**config.mk**
```make
export PLATFORM = sky130hd
export DESIGN_NAME = fetch_unit
export DESIGN_NICKNAME = d
export VERILOG_FILES = /design/src/rtl/fetch_unit.sv
export SDC_FILE = /design/constraint.sdc
export NUM_CORES = 1
export LEC_CHECK = 0
export CAP_MARGIN = 25
export CORE_AREA = 2 2 172 191
export DETAILED_ROUTE_END_ITERATION = 16
export DIE_AREA = 0 0 174 193
export DONT_BUFFER_PORTS = 1
export PLACE_DENSITY = 0.47
export SYNTH_ARGS = -nofsm -noshare
export SYNTH_HDL_FRONTEND = slang
export SYNTH_SLANG_ARGS = --single-unit
```
**constraint.sdc**
```tcl
create_clock -name clk -period 6.8 [get_ports clk]
set_input_delay 1.36 -clock clk [delete_from_list [all_inputs] [get_ports clk]]
set_output_delay 1.36 -clock clk [all_outputs]
set_load 0.005 [all_outputs]
```
**src/rtl/fetch_unit.sv**
```systemverilog
// -----------------------------------------------------------------------------
// fetch_unit
// Instruction-fetch engine for the multicycle MIPS datapath. Owns PC, nPC,
// MAR and IR. A fetch_go from the control unit latches PC into MAR and reads
// the word with the MOV/MOC handshake. The word is loaded into IR. PC then
// advances to nPC, and nPC advances to nPC+PC_STEP or to a captured branch
// target. This gives delayed-branch semantics: the delay slot is always
// fetched.
//
// Ports
//   clk, reset       rising-edge clock, asynchronous active-high reset
//   fetch_go         start a fetch (sampled only while idle)
//   branch_take      capture branch_target as the next nPC
//   branch_target    branch destination
//   fault_clr        leave the fault state
//   mem_moc          memory operation complete
//   mem_rdata        memory read data, valid with mem_moc
//   mem_mov          read request valid
//   mem_rw           always 1 (read)
//   mar, ir, pc, npc architectural registers
//   busy             engine not idle
//   fetch_done       one-cycle pulse: IR valid, PC/nPC advance at next edge
//   fault            memory timeout fault
// -----------------------------------------------------------------------------
module fetch_unit #(
  parameter int          ADDR_W      = 32,
  parameter int          DATA_W      = 32,
  parameter int unsigned RESET_PC    = 0,
  parameter int unsigned PC_STEP     = 4,
  parameter int unsigned MOC_TIMEOUT = 15
) (
  input  logic              clk,
  input  logic              reset,
  input  logic              fetch_go,
  input  logic              branch_take,
  input  logic [ADDR_W-1:0] branch_target,
  input  logic              fault_clr,
  input  logic              mem_moc,
  input  logic [DATA_W-1:0] mem_rdata,
  output logic              mem_mov,
  output logic              mem_rw,
  output logic [ADDR_W-1:0] mar,
  output logic [DATA_W-1:0] ir,
  output logic [ADDR_W-1:0] pc,
  output logic [ADDR_W-1:0] npc,
  output logic              busy,
  output logic              fetch_done,
  output logic              fault
);

  typedef enum logic [1:0] {
    S_IDLE   = 2'd0,
    S_REQ    = 2'd1,
    S_UPDATE = 2'd2,
    S_FAULT  = 2'd3
  } state_t;

  // The wait counter only has to reach MOC_TIMEOUT-1.
  localparam int CNT_W = (MOC_TIMEOUT > 1) ? $clog2(MOC_TIMEOUT) : 1;

  localparam logic [ADDR_W-1:0] PC_RST   = ADDR_W'(RESET_PC);
  localparam logic [ADDR_W-1:0] STEP     = ADDR_W'(PC_STEP);
  localparam logic [ADDR_W-1:0] NPC_RST  = PC_RST + STEP;
  localparam logic              TO_EN    = (MOC_TIMEOUT != 32'd0);
  localparam logic [CNT_W-1:0]  TO_LAST  = CNT_W'((MOC_TIMEOUT == 32'd0) ? 32'd0 : MOC_TIMEOUT - 32'd1);
  localparam logic [CNT_W-1:0]  CNT_ONE  = CNT_W'(1);

  state_t              state_q, state_d;
  logic [ADDR_W-1:0]   pc_q, pc_d;
  logic [ADDR_W-1:0]   npc_q, npc_d;
  logic [ADDR_W-1:0]   mar_q, mar_d;
  logic [DATA_W-1:0]   ir_q, ir_d;
  logic [CNT_W-1:0]    wait_q, wait_d;
  logic                pend_q, pend_d;
  logic [ADDR_W-1:0]   tgt_q, tgt_d;

  // State and datapath registers with asynchronous reset.
  always_ff @(posedge clk or posedge reset) begin
    if (reset) begin
      state_q <= S_IDLE;
      pc_q    <= PC_RST;
      npc_q   <= NPC_RST;
      mar_q   <= '0;
      ir_q    <= '0;
      wait_q  <= '0;
      pend_q  <= 1'b0;
      tgt_q   <= '0;
    end else begin
      state_q <= state_d;
      pc_q    <= pc_d;
      npc_q   <= npc_d;
      mar_q   <= mar_d;
      ir_q    <= ir_d;
      wait_q  <= wait_d;
      pend_q  <= pend_d;
      tgt_q   <= tgt_d;
    end
  end

  // Next-state and datapath update logic.
  always_comb begin
    state_d = state_q;
    pc_d    = pc_q;
    npc_d   = npc_q;
    mar_d   = mar_q;
    ir_d    = ir_q;
    wait_d  = wait_q;
    pend_d  = pend_q;
    tgt_d   = tgt_q;

    // Branch capture. UPDATE consumes branch_take directly below, and FAULT
    // ignores it while keeping any branch that is already pending.
    if (branch_take && (state_q == S_IDLE || state_q == S_REQ)) begin
      pend_d = 1'b1;
      tgt_d  = branch_target;
    end else begin
      pend_d = pend_q;
      tgt_d  = tgt_q;
    end

    case (state_q)
      S_IDLE: begin
        if (fetch_go) begin
          mar_d   = pc_q;
          wait_d  = '0;
          state_d = S_REQ;
        end else begin
          state_d = S_IDLE;
        end
      end
      S_REQ: begin
        if (mem_moc) begin
          ir_d    = mem_rdata;
          state_d = S_UPDATE;
        end else if (TO_EN && (wait_q == TO_LAST)) begin
          state_d = S_FAULT;
        end else begin
          wait_d  = wait_q + CNT_ONE;
          state_d = S_REQ;
        end
      end
      S_UPDATE: begin
        pc_d = npc_q;
        // A branch asserted in this very cycle wins over an older pending one.
        if (branch_take) begin
          npc_d = branch_target;
        end else if (pend_q) begin
          npc_d = tgt_q;
        end else begin
          npc_d = npc_q + STEP;
        end
        pend_d  = 1'b0;
        state_d = S_IDLE;
      end
      S_FAULT: begin
        if (fault_clr) begin
          state_d = S_IDLE;
        end else begin
          state_d = S_FAULT;
        end
      end
      default: begin
        state_d = S_IDLE;
      end
    endcase
  end

  // Moore outputs are decoded from the registered state only.
  assign mem_mov    = (state_q == S_REQ);
  assign busy       = (state_q != S_IDLE);
  assign fetch_done = (state_q == S_UPDATE);
  assign fault      = (state_q == S_FAULT);
  assign mem_rw     = 1'b1;
  assign mar        = mar_q;
  assign ir         = ir_q;
  assign pc         = pc_q;
  assign npc        = npc_q;

endmodule

```
## Word-level counts from Yosys, hierarchy flattened

Index checks and enable logic that the tools add are counted.

- Mux-type cells: 13
- Equal/unequal tests: 7
- Reductions and logical operators: 9
- Add/sub/neg operators: 2

Operators with widths:

| cell | count |
|---|---|
| $mux W32 | 2 |
| $add A32 B3 Y32 const B | 1 |
| $mux W4 | 3 |
| $pmux W2 S4 | 1 |
| $pmux W4 S2 | 1 |
| $mux W2 | 3 |
| $ne A2 B2 Y1 const B | 3 |
| $reduce_bool A2 Y1 | 3 |
| $add A4 B1 Y4 const B | 1 |
| $eq A2 B2 Y1 const B | 2 |
| $eq A4 B4 Y1 const B | 1 |
| $reduce_and A2 Y1 | 2 |
| $reduce_and A4 Y1 | 1 |
| $mux W1 | 3 |
| $eq A2 B1 Y1 const B | 1 |
| $logic_not A2 Y1 | 1 |
| $logic_and A1 B1 Y1 | 1 |
| $logic_or A1 B1 Y1 | 1 |

- Flip-flop bits (word level): 167
- Output and inout port bits: 133
- Input bits: 70

## Longest topological paths before layout

Gate-level depths: netlist (run 1).

- Word-level depth: 5
- Depth in mapped cells: 7

## Worst setup path after synthesis (run 1)

OpenSTA, ideal clock, no wires.

- Path kind: in2reg
- Start point: input port branch_take
- End point: register tgt_q[0]
- Stages on the path: 5
- Slack: 4,223 ps
- Arrival: 2,452 ps
- Setup time: 125 ps
- Data required time: 6,675 ps
- Buffers on the path: 2
- Cell sequence: buf_2 > inv_1 > nor2_1 > buf_2 > mux2_2

- Word-level cells in the longest chain between the ends: 1

RTL lines:

| what | RTL line | source |
|---|---|---|
| from (decl) | 35 | `input logic branch_take,` |
| $logic_and A1 B1 Y1 | 113 | `if (branch_take && (state_q == S_IDLE \|\| state_q == S_REQ)) begin` |
| to (signal assigned) | 96 | `tgt_q <= tgt_d;` |
| to (decl) | 75 | `logic [ADDR_W-1:0] tgt_q, tgt_d;` |

Every way passes these cells.
A chain may end at the register's enable or synchronous reset.

## Worst setup path in the final report (run 1)

- Start point: register state_q[1]
- End point: output port mem_mov

- Word-level cells in the longest chain between the ends: 1

RTL lines:

| what | RTL line | source |
|---|---|---|
| from (decl) | 68 | `state_t state_q, state_d;` |
| from (signal assigned) | 89 | `state_q <= state_d;` |
| $eq A2 B1 Y1 | 169 | `assign mem_mov = (state_q == S_REQ);` |
| to (decl) | 40 | `output logic mem_mov,` |

Every way passes these cells.

==> impl_results.md, run 1 <==
* Run status: finished, final reports clean
* Clock buffers created by TritonCTS at 17
* Layout Cell Area excl Fill at between 8000 and 9000 sq um
* Via density at about 4.8
* Instance count of the mapped netlist at between 700 and 800
* Internal power at roughly 2600 uW
* Clk_lat worst skew at about 0.44 ns
* Violation count after the first detailed-routing iteration at roughly 330
* Dominant delay contributor by cell family on the critical path: flip-flops
* Number of hold buffers added after CTS at 0
* Global-route wire length before repair at roughly 35000 microns
* Largest area contributor in the netlist: sky130_fd_sc_hd__dfrtp_1
* Netlist Area Pre-Place at approximately 8000 sq um
* YS warnings at 0
* Number of failing hold endpoints at the final stage at 0
* H-Tree Depth at 4
* HPWL after detailed placement at between 15000 and 20000 microns
* Vert. Die Dim at between 150 and 200 microns
* Fraction of synthesis flops using an asynchronous set or reset pin at between 90% and 100%
* Top-level I/O count at approximately 200
* Vias in the first global route at ~5300
* Required @ worst endpoint at 5.44 ns
* Setup repair after global routing missed its margin: no
* Crit path launch type: register
* Number of antenna violations at the first check in global routing at 0
* Slowest-stage cell, CP: sky130_fd_sc_hd__dfrtp_1
* Number of nets produced by synthesis at 800
* CTS Sinks at between 150 and 200
* Number of rows created at floorplan at 69
* Post-detailed-routing wire length at about 23000 microns
* Pre-Repair DR Iteration Count at 4
* Clock group share of total power at a little over a quarter
* Max rail drop VDD at around 0.00019 V
* Ys flop type: sky130_fd_sc_hd__dfrtp_1
* Via count at around 5500
* Total cell area at the placement stage at 8160 sq um
* Most numerous cell in the Yosys netlist: sky130_fd_sc_hd__dfrtp_1
* Antenna viol nets, final at 0
* Critical path data arrival time at 1.46 ns
* Initial Utilization at around 24%
* Part of the Yosys area used for sequential elements at 53.7%
* Path type of the worst min-delay path: reg2reg
* Total die area at between 30000 and 40000 sq um
* Post-cts resize count at 0
* Count of unresolved DRC violations after routing at 0
* Largest cells by area after synthesis: sky130_fd_sc_hd__dfrtp_1, sky130_fd_sc_hd__mux2_2, sky130_fd_sc_hd__nand2_1
* Number of buffers inserted by port buffering at 0
* Final clock skew at about 0.012 ns
* RD Place Congestion at about 0.76
* TritonCTS clock tree: yes
* Number of distinct library cell variants in the gate-level netlist after synthesis at 69
* Maximum clock rate at ~0.35 GHz
* Number of buffers inserted by post-CTS setup repair at 0
* Cell breakdown of the critical path: nand2b_1 -> inv_1
* Top-area cell type share of the netlist area at a little over half
* Crit path largest cell delay at ~0.57 ns
* Final setup violation count at 0
* Category of the most critical setup path: reg2out
* Part of the total power dissipated in sequential elements at between 50% and 60%
* Remaining Overflow, GRT at 0
* Worst setup EP type: output port
* Per-instance average area after synthesis at between 10 and 15 sq um
* Buffer levels on the longest clock path at 2
* Count of flip-flops with a built-in enable after synthesis at 0
* Proportion of layout cells with a drive suffix above 1 at between 20% and 30%
* Tcrit/Tclk final at 41.4%
* Commonest cells in the netlist: sky130_fd_sc_hd__dfrtp_1, sky130_fd_sc_hd__nand2_1, sky130_fd_sc_hd__mux2_2, sky130_fd_sc_hd__o21ai_0, sky130_fd_sc_hd__buf_2
* Count of pins over their slew limit at 0
* Worst slew pin tran at slightly above 0.9 ns
* Net switching power figure at between 1500 and 2000 uW
* Largest net degree at the start of global routing at 92
* Die extent in x at between 150 and 200 microns
* Net count reported at finish at 778
* Worst path buffer plus inverter count at 1
* Worst slew margin relative to its limit at between 30% and 40%
* Power per cell area at around 460 nW/um^2
* Crit path time final at between 2 and 3 ns
* Combinational Power Share at a little under a quarter
* Placeable core region at approximately 32000 sq um
* Final sum of negative setup slack at 0 ns
* Critical path peak fanout at 14
* Number of flip-flops and latches in the synthesized netlist at 167
* Standby leakage power at around 0.0037 uW
* Clk Tree Root Cell: sky130_fd_sc_hd__clkbuf_16
* Ant. Diodes at 0
* Number of maximum-capacitance violations at 0
* Global router's overall resource usage at 13.7%
* Post-synthesis to final-layout area growth at 13.2%
* Switching portion of total power at 37.1%
* Reg clk slew, reported paths at about 0.07 ns
* Mean routed wirelength per cell at a little over 20 microns
==> sequential cells by signal (all words and copies together) (netlist names) <==
register	count
ir	32
wait_q	4
mar	32
state_q	2
npc	32
tgt_q	32
pend_q	1
pc	32
==> power groups by stage <==
stage / Sequential (uW) / Clock (uW) / Combinational, uW
finish: 2060 / 1080 / 935
global route: 2140 / 1160 / 1060
CTS: 2070 / 1120 / 951
detailed placement: 2090 / 0 / 948
global placement: 2080 / 0 / 931
floorplan: 1750 / 0 / 894
==> cells in the final DEF, fill, tap and decap left out, drive strengths merged, types with 10 or more instances in the layout <==
master / synthesis / layout
dfrtp: 166 / 166
nand2: 146 / 146
mux2: 96 / 96
o21ai: 50 / 50
nor2: 25 / 25
clkbuf: 17 / 20
a21oi: 19 / 19
nand4: 15 / 15
a31oi: 12 / 12
nand3: 12 / 12
inv: 11 / 12
nor4: 10 / 10
==> worst paths after layout <==
kind / slack (ns) / from / cells past startpoint / endpoint
worst max-delay path: 3.98 / state_q[1]$_DFF_PP0_ / 2 / mem_mov
worst min-delay path: 0.51 / tgt_q[15]$_DFFE_PP0P_ / 1 / tgt_q[15]$_DFFE_PP0P_
worst max register to register: 4.52 / npc[2]$_DFFE_PP1P_ / 5 / npc[30]$_DFFE_PP0P_
worst min register to register: 0.51 / tgt_q[15]$_DFFE_PP0P_ / 1 / tgt_q[15]$_DFFE_PP0P_
max in group asynchronous: 4.68 / reset / 2 / pc[16]$_DFFE_PP0P_
min in group asynchronous: 0.95 / reset / 1 / mar[8]$_DFFE_PP0P_
==> layout make-up <==
class                   instances  area, sq um
fillers                      3342        23000
flip-flops and latches        167         4180
multi-input cells             500         3340
well taps                     426          533
clock buffers                  20          447
clock inverters                11          198
repair buffers                  8         60.1
inverters                      11         46.3
==> per-stage QoR <==
stage	worst slack (ns)	instances	hold WS, ns	power [uW]	util, %
final	3.98	1143	0.507	4070	27.7
after global routing	3.87	1143	0.524	4350	27.7
after CTS	3.95	1143	0.506	4140	27.7
after detailed placement	4.08	1112	0.488	3040	25.7
after global placement	4.08	1112	0.483	3010	25.7
after floorplan	0.923	727	0.472	2640	-
==> metal layers <==
metal / share of wire (%) / wire length [microns] / track usage [%] / vias up
li1: - / - / - / 2551
met1: 43 / 9970 / 17.2 / 2773
met2: 45 / 10400 / 21.2 / 188
met3: 10 / 2370 / 6.14 / 18
met4: 0.99 / 227 / 4.01 / 0
met5: 0 / 0 / 0 / -
==> cells by family (layout without fill, tap and decap cells) <==
logic type,count (synthesis),in the layout,share of synthesized area [%]
and+or+nand+nor,262,262,16.9
buffers and inverters,60,50,3.39
muxes,98,98,14.2
AOI/OAI and AO/OA,136,136,11.4
DFF,167,167,53.7
other,1,1,0.0482
adders and majority gates,3,3,0.482
==> worst reg2reg max path, cell delays in order (launching register included) <==
cell,delay (ns)
sky130_fd_sc_hd__dfstp_2,0.64
sky130_fd_sc_hd__ha_1,0.30
sky130_fd_sc_hd__nand4_2,0.25
sky130_fd_sc_hd__nor3_2,0.52
sky130_fd_sc_hd__a31oi_1,0.16
sky130_fd_sc_hd__a211o_1,0.30
(Power assumes the default switching activity.)
==> run 2, diff against run 1 <==
- clock period: 6.8 -> 2.68 ns (I/O delays scaled with it)
==> impl_results.md, run 2 (synthesis results as in run 1) <==
* Run status: finished, final reports clean
* Count of unresolved DRC violations after routing at 0
* Tcrit/Tclk final at a little over four fifths
* Number of fill cells in the layout at 3343
* Buffer levels on the longest clock path at 2
* Cell breakdown of the critical path: nand2b_2 -> inv_2
* Count of pins over their slew limit at 0
* Crit path launch: state_q[1]$_DFF_PP0_
* Initial Utilization at 24.5%
* Number of antenna violations at the first check in global routing at 0
* Crit path launch type: register
* Clock buffers created by TritonCTS at 17
* Crit path time final at roughly 2.2 ns
* Start point of the worst hold path: fault_clr
* Global-route wire length before repair at between 30000 and 40000 microns
* Net switching power figure at between 3000 and 4000 uW
* Pre-Repair DR Iteration Count at 5
* Number of buffers inserted by port buffering at 0
* Power per cell area at roughly 1200 nW/um^2
* Reg clk slew, reported paths at 0.06 ns
* Worst slew margin relative to its limit at a little over half
* Final sum of negative setup slack at 0 ns
* Top-level I/O count at between 200 and 250
* Ant. Diodes at 0
* Post-detailed-routing wire length at around 23000 microns
* Area used by sequential logic in the layout at about 4200 sq um
* Part of the total power dissipated in sequential elements at between 40% and 50%
* Top library cells by usage in the layout, fill and taps aside: sky130_fd_sc_hd__dfrtp_1, sky130_fd_sc_hd__nand2_1, sky130_fd_sc_hd__mux2_2
* Post-synthesis to final-layout area growth at 14.1%
* Via density at between 4 and 5
* Worst setup EP type: output port
* Remaining Overflow, GRT at 0
* Global router's overall resource usage at 13.5%
* Cells on Worst Hold Path at 1
* Die extent in x at ~170 microns
* Worst-case hold path end point: state_q[0]$_DFF_PP0_
* Reg2Reg Setup Slack at 0.52 ns
* Post-cts resize count at 0
* Reg-to-reg endpoint: npc[30]$_DFFE_PP0P_
* Final setup violation count at 0
* Setup repair after global routing missed its margin: no
* Worst slew pin tran at about 0.72 ns
* Internal power at between 6000 and 7000 uW
* Total area of multi-input combinational cells at around 3300 sq um
* Crit path largest cell delay at 0.61 ns
* Clock group share of total power at between 20% and 30%
* Via count at 5540
* Slowest-stage cell, CP: sky130_fd_sc_hd__dfrtp_1
* Mean routed wirelength per cell at between 15 and 20 microns
* Number of hold buffers added after CTS at 1
* Max rail drop VDD at approximately 0.00047 V
* Number of cells traversed by the worst register-to-register path at 5
* Critical path data arrival time at about 1.7 ns
* Proportion of layout cells with a drive suffix above 1 at a little under a quarter
* Path type of the worst min-delay path: in2reg
* TritonCTS clock tree: yes
* Switching portion of total power at 37.2%
* Violation count after the first detailed-routing iteration at about 250
* RD Place Congestion at 0.836
* Largest net degree at the start of global routing at between 100 and 150
* Vert. Die Dim at approximately 190 microns
* Most common cell after layout, fill and taps aside: sky130_fd_sc_hd__dfrtp_1
* Required @ worst endpoint at about 2.1 ns
* Category of the most critical setup path: reg2out
* Net count reported at finish at 789
* Reg-to-reg startpoint: npc[2]$_DFFE_PP1P_
* Combinational Power Share at 25.3%
* Critical path peak fanout at 24
* Number of rows created at floorplan at between 60 and 70
* H-Tree Depth at 4
* Total die area at roughly 34000 sq um
* Clk_lat worst skew at between 0.4 and 0.5 ns
* Antenna viol nets, final at 0
* Number of failing hold endpoints at the final stage at 0
* Utilization of the core after routing at between 20% and 30%
* Clk Tree Root Cell: sky130_fd_sc_hd__clkbuf_16
* HPWL after detailed placement at approximately 16000 microns
* Placeable core region at about 32000 sq um
* CTS Sinks at between 150 and 200
* Standby leakage power at around 0.0038 uW
* Number of buffers inserted by post-CTS setup repair at 0
* Final clock skew at ~0.0084 ns
* Vias in the first global route at approximately 5300
* Maximum clock rate at about 0.44 GHz
* Number of maximum-capacitance violations at 0
-- run 2: cell count changes in the layout (fill, tap and decap cells not counted) --
cell,change
sky130_fd_sc_hd__clkinv_4,+4
sky130_fd_sc_hd__buf_12,+1
sky130_fd_sc_hd__bufinv_16,-2
sky130_fd_sc_hd__dlygate4sd3_1,+1
sky130_fd_sc_hd__buf_4,+9
sky130_fd_sc_hd__clkinv_2,+1
sky130_fd_sc_hd__clkbuf_8,+2
sky130_fd_sc_hd__dfrtp_1,+1
sky130_fd_sc_hd__inv_6,-2
sky130_fd_sc_hd__dfrtp_2,-1
sky130_fd_sc_hd__clkbuf_1,-1
sky130_fd_sc_hd__clkinvlp_4,-2
-- run 2: how the worst max path moves through the flow --
stage               slack, ns                  end
floorplan                0.02    ir[0]$_DFFE_PP0P_
global route             0.26           fetch_done
global placement         0.51  npc[30]$_DFFE_PP0P_
finish                   0.43           fetch_done
detailed placement       0.50  npc[30]$_DFFE_PP0P_
CTS                      0.38           fetch_done
-- run 2: critical path, delay by kind of cell (launching register included) --
family	cells	cell delay (ns)
and+or+nand+nor	1	0.24
DFF	1	0.61
buffers and inverters	1	0.43
-- run 2: area by class of cell --
| type | instances | area share (%) |
|---|---|---|
| timing repair buffer | 19 | 1.78 |
| tap | 426 | 6.01 |
| clock inverter | 10 | 1.65 |
| sequential | 167 | 47.1 |
| multi-input combinational | 500 | 37.7 |
| clock buffer | 21 | 5.30 |
| inverter | 11 | 0.508 |
-- run 2: routing by layer --
metal / wire [microns] / share of wire, % / up-vias / track usage [%]
li1: - / - / 2567 / -
met1: 9520 / 42 / 2750 / 16.4
met2: 10500 / 46 / 201 / 21.2
met3: 2390 / 10 / 22 / 5.98
met4: 392 / 1.7 / 0 / 4.78
met5: 0 / 0 / - / 0
-- run 2: power by group through the flow --
| stage | combinational, uW | sequential [uW] | clock, uW |
|---|---|---|---|
| finish | 2590 | 5040 | 2600 |
| global route | 2930 | 5240 | 2820 |
| CTS | 2640 | 5090 | 2700 |
| detailed placement | 2630 | 5140 | 0 |
| global placement | 2570 | 5110 | 0 |
| floorplan | 2270 | 4440 | 0 |
-- run 2: through the flow --
stage	hold WS (ns)	worst slack (ns)	cell area (sq um)	cells	power, uW
after floorplan	0.472	0.0181	7780	727	6700
after global placement	0.359	0.511	8250	1122	7690
after detailed placement	0.365	0.501	8250	1122	7770
after CTS	0.160	0.384	8870	1154	10400
after global routing	0.170	0.259	8870	1154	11000
final	0.190	0.432	8870	1154	10200
==> run 3, diff against run 2 <==
- clock period: 2.68 -> 2.2 ns (I/O delays scaled with it)
==> impl_results.md, run 3 (synthesis results as in run 1) <==
* Number of cells traversed by the worst register-to-register path at 5
* Final clock skew at 0.0142 ns
* Post-synthesis to final-layout area growth at 17.0%
* Count of unresolved DRC violations after routing at 0
* Standby leakage power at approximately 0.004 uW
* Worst slew margin relative to its limit at around three fifths
* Mean routed wirelength per cell at about 20 microns
* Vias in the first global route at roughly 5500
* Crit path launch type: register
* Worst path buffer plus inverter count at 2
* Ant. Diodes at 0
* Clk Tree Root Cell: sky130_fd_sc_hd__clkbuf_16
* Max rail drop VDD at approximately 0.00063 V
* TritonCTS clock tree: yes
* Initial Utilization at roughly 24%
* Number of fill cells in the layout at approximately 3300
* Global-route wire length before repair at around 35000 microns
* Dominant delay contributor by cell family on the critical path: flip-flops
* Total Power at 12700 uW
* Setup repair after global routing missed its margin: no
* Largest net degree at the start of global routing at 57
* RD Place Congestion at around 0.8
* Buffer levels on the longest clock path at 2
* Tcrit/Tclk final at around 93%
* Proportion of layout cells with a drive suffix above 1 at 25.6%
* Cell count along the critical path at 3
* Global router's overall resource usage at around 14%
* HPWL after detailed placement at approximately 17000 microns
* Total die area at about 34000 sq um
* Clock buffers created by TritonCTS at 17
* Via count at approximately 5600
* Final sum of negative setup slack at 0 ns
* Violation count after the first detailed-routing iteration at roughly 360
* CTS Sinks at between 150 and 200
* Reg clk slew, reported paths at approximately 0.07 ns
* Cells on Worst Hold Path at 1
* Path type of the worst min-delay path: in2reg
* Count of pins over their slew limit at 0
* H-Tree Depth at 4
* Hold Slack at about 0.090 ns
* Top library cells by usage in the layout, fill and taps aside: sky130_fd_sc_hd__dfrtp_1, sky130_fd_sc_hd__nand2_1, sky130_fd_sc_hd__mux2_2
* Vert. Die Dim at 193 microns
* Number of maximum-capacitance violations at 0
* Placeable core region at about 32000 sq um
* Slowest-stage cell, CP: sky130_fd_sc_hd__dfrtp_1
* Pre-CTS setup slack at 0.213 ns
* Clk_lat worst skew at between 0.4 and 0.5 ns
* Total cell area at the placement stage at around 8500 sq um
* Final setup violation count at 0
* Die extent in x at ~170 microns
* Net count reported at finish at just over 800
* Setup slack after layout at between 0.15 and 0.2 ns
* Critical path peak fanout at 16
* Category of the most critical setup path: reg2out
* Antenna viol nets, final at 0
* Number of rows created at floorplan at 69
* Run status: finished, final reports clean
* Power per cell area at 1400 nW/um^2
* Number of buffers inserted by port buffering at 0
* Pre-Repair DR Iteration Count at 5
* Cell breakdown of the critical path: nand2b_2 -> inv_4 -> buf_4
* Number of antenna violations at the first check in global routing at 0
* Worst setup EP type: output port
* Crit path largest cell delay at 0.46 ns
* Worst slew pin tran at 0.573 ns
* Number of failing hold endpoints at the final stage at 0
* Maximum clock rate at approximately 0.49 GHz
* Remaining Overflow, GRT at 0
* Top-level I/O count at approximately 200
* Most common cell after layout, fill and taps aside: sky130_fd_sc_hd__dfrtp_1
* Post-detailed-routing wire length at 23300 microns
* Layout Cell Area excl Fill at 9100 sq um
* Critical path data arrival time at between 1.5 and 2 ns
* Via density at roughly 4.8
* Required @ worst endpoint at about 1.8 ns
* Crit path time final at just over 2 ns
-- run 3: cell types whose count changed in the layout (fill, tap and decap cells not counted), sizes merged --
cell and change:
clkbuf -2, bufinv -2, inv +8, clkinvlp +1, buf +25, clkinv -4
-- run 3: worst register-to-register path, stage by stage, from the launching register on --
cell and delay (ns):
sky130_fd_sc_hd__dfstp_2 0.53, sky130_fd_sc_hd__buf_4 0.16, sky130_fd_sc_hd__nand3_2 0.19, sky130_fd_sc_hd__nor4_4 0.59, sky130_fd_sc_hd__a31oi_1 0.17, sky130_fd_sc_hd__o221a_1 0.24
-- run 3: timing repair --
item                                    in CTS  in global routing
resized for setup                            1                  2
hold endpoints to repair                    18                  0
endpoints found under the setup margin       1                  1
buffers inserted                             0                  0
hold buffers                                 1                  0
cloned                                       0                  0
-- run 3: final cells by class --
class	instances	area [sq um]	share of cell area (%)
clock buffer	19	443	4.87
inverter	11	47.5	0.522
tap	426	533	5.86
timing repair buffer	44	420	4.62
multi-input combinational	500	3340	36.7
sequential	167	4180	45.9
clock inverter	13	135	1.48
-- run 3: routing by layer --
metal  track usage [%]  vias to the layer above  share of wire [%]
met5                 0                        -                  0
met4              3.94                        0                1.1
met3              5.82                       12                9.8
met2              21.9                      211                 46
met1              17.3                     2753                 43
li1                  -                     2634                  -
-- run 3: where the power goes --
part	leakage, uW	switching [uW]	internal [uW]
Combinational	0.00156	2110	1830
Clock	0.000278	1390	1630
Sequential	0.00205	1340	4420
Total	0.00390	4840	7880
-- run 3: final timing paths --
| check | from | endpoint | slack (ns) |
|---|---|---|---|
| setup / recovery | state_q[0]$_DFF_PP0_ | fetch_done | 0.16 |
| hold reg to reg | tgt_q[15]$_DFFE_PP0P_ | tgt_q[15]$_DFFE_PP0P_ | 0.50 |
| min in group asynchronous | reset | wait_q[3]$_DFFE_PP0P_ | 0.55 |
| setup reg to reg | npc[2]$_DFFE_PP1P_ | npc[27]$_DFFE_PP0P_ | 0.21 |
| max in group asynchronous | reset | npc[2]$_DFFE_PP1P_ | 0.93 |
| hold / removal | fault_clr | state_q[0]$_DFF_PP0_ | 0.09 |
-- run 3: through the flow --
step,cells,util [%]
floorplan,727,-
global placement,1147,26.8
detailed placement,1147,26.8
CTS,1180,28.6
global route,1180,28.7
finish,1180,28.7
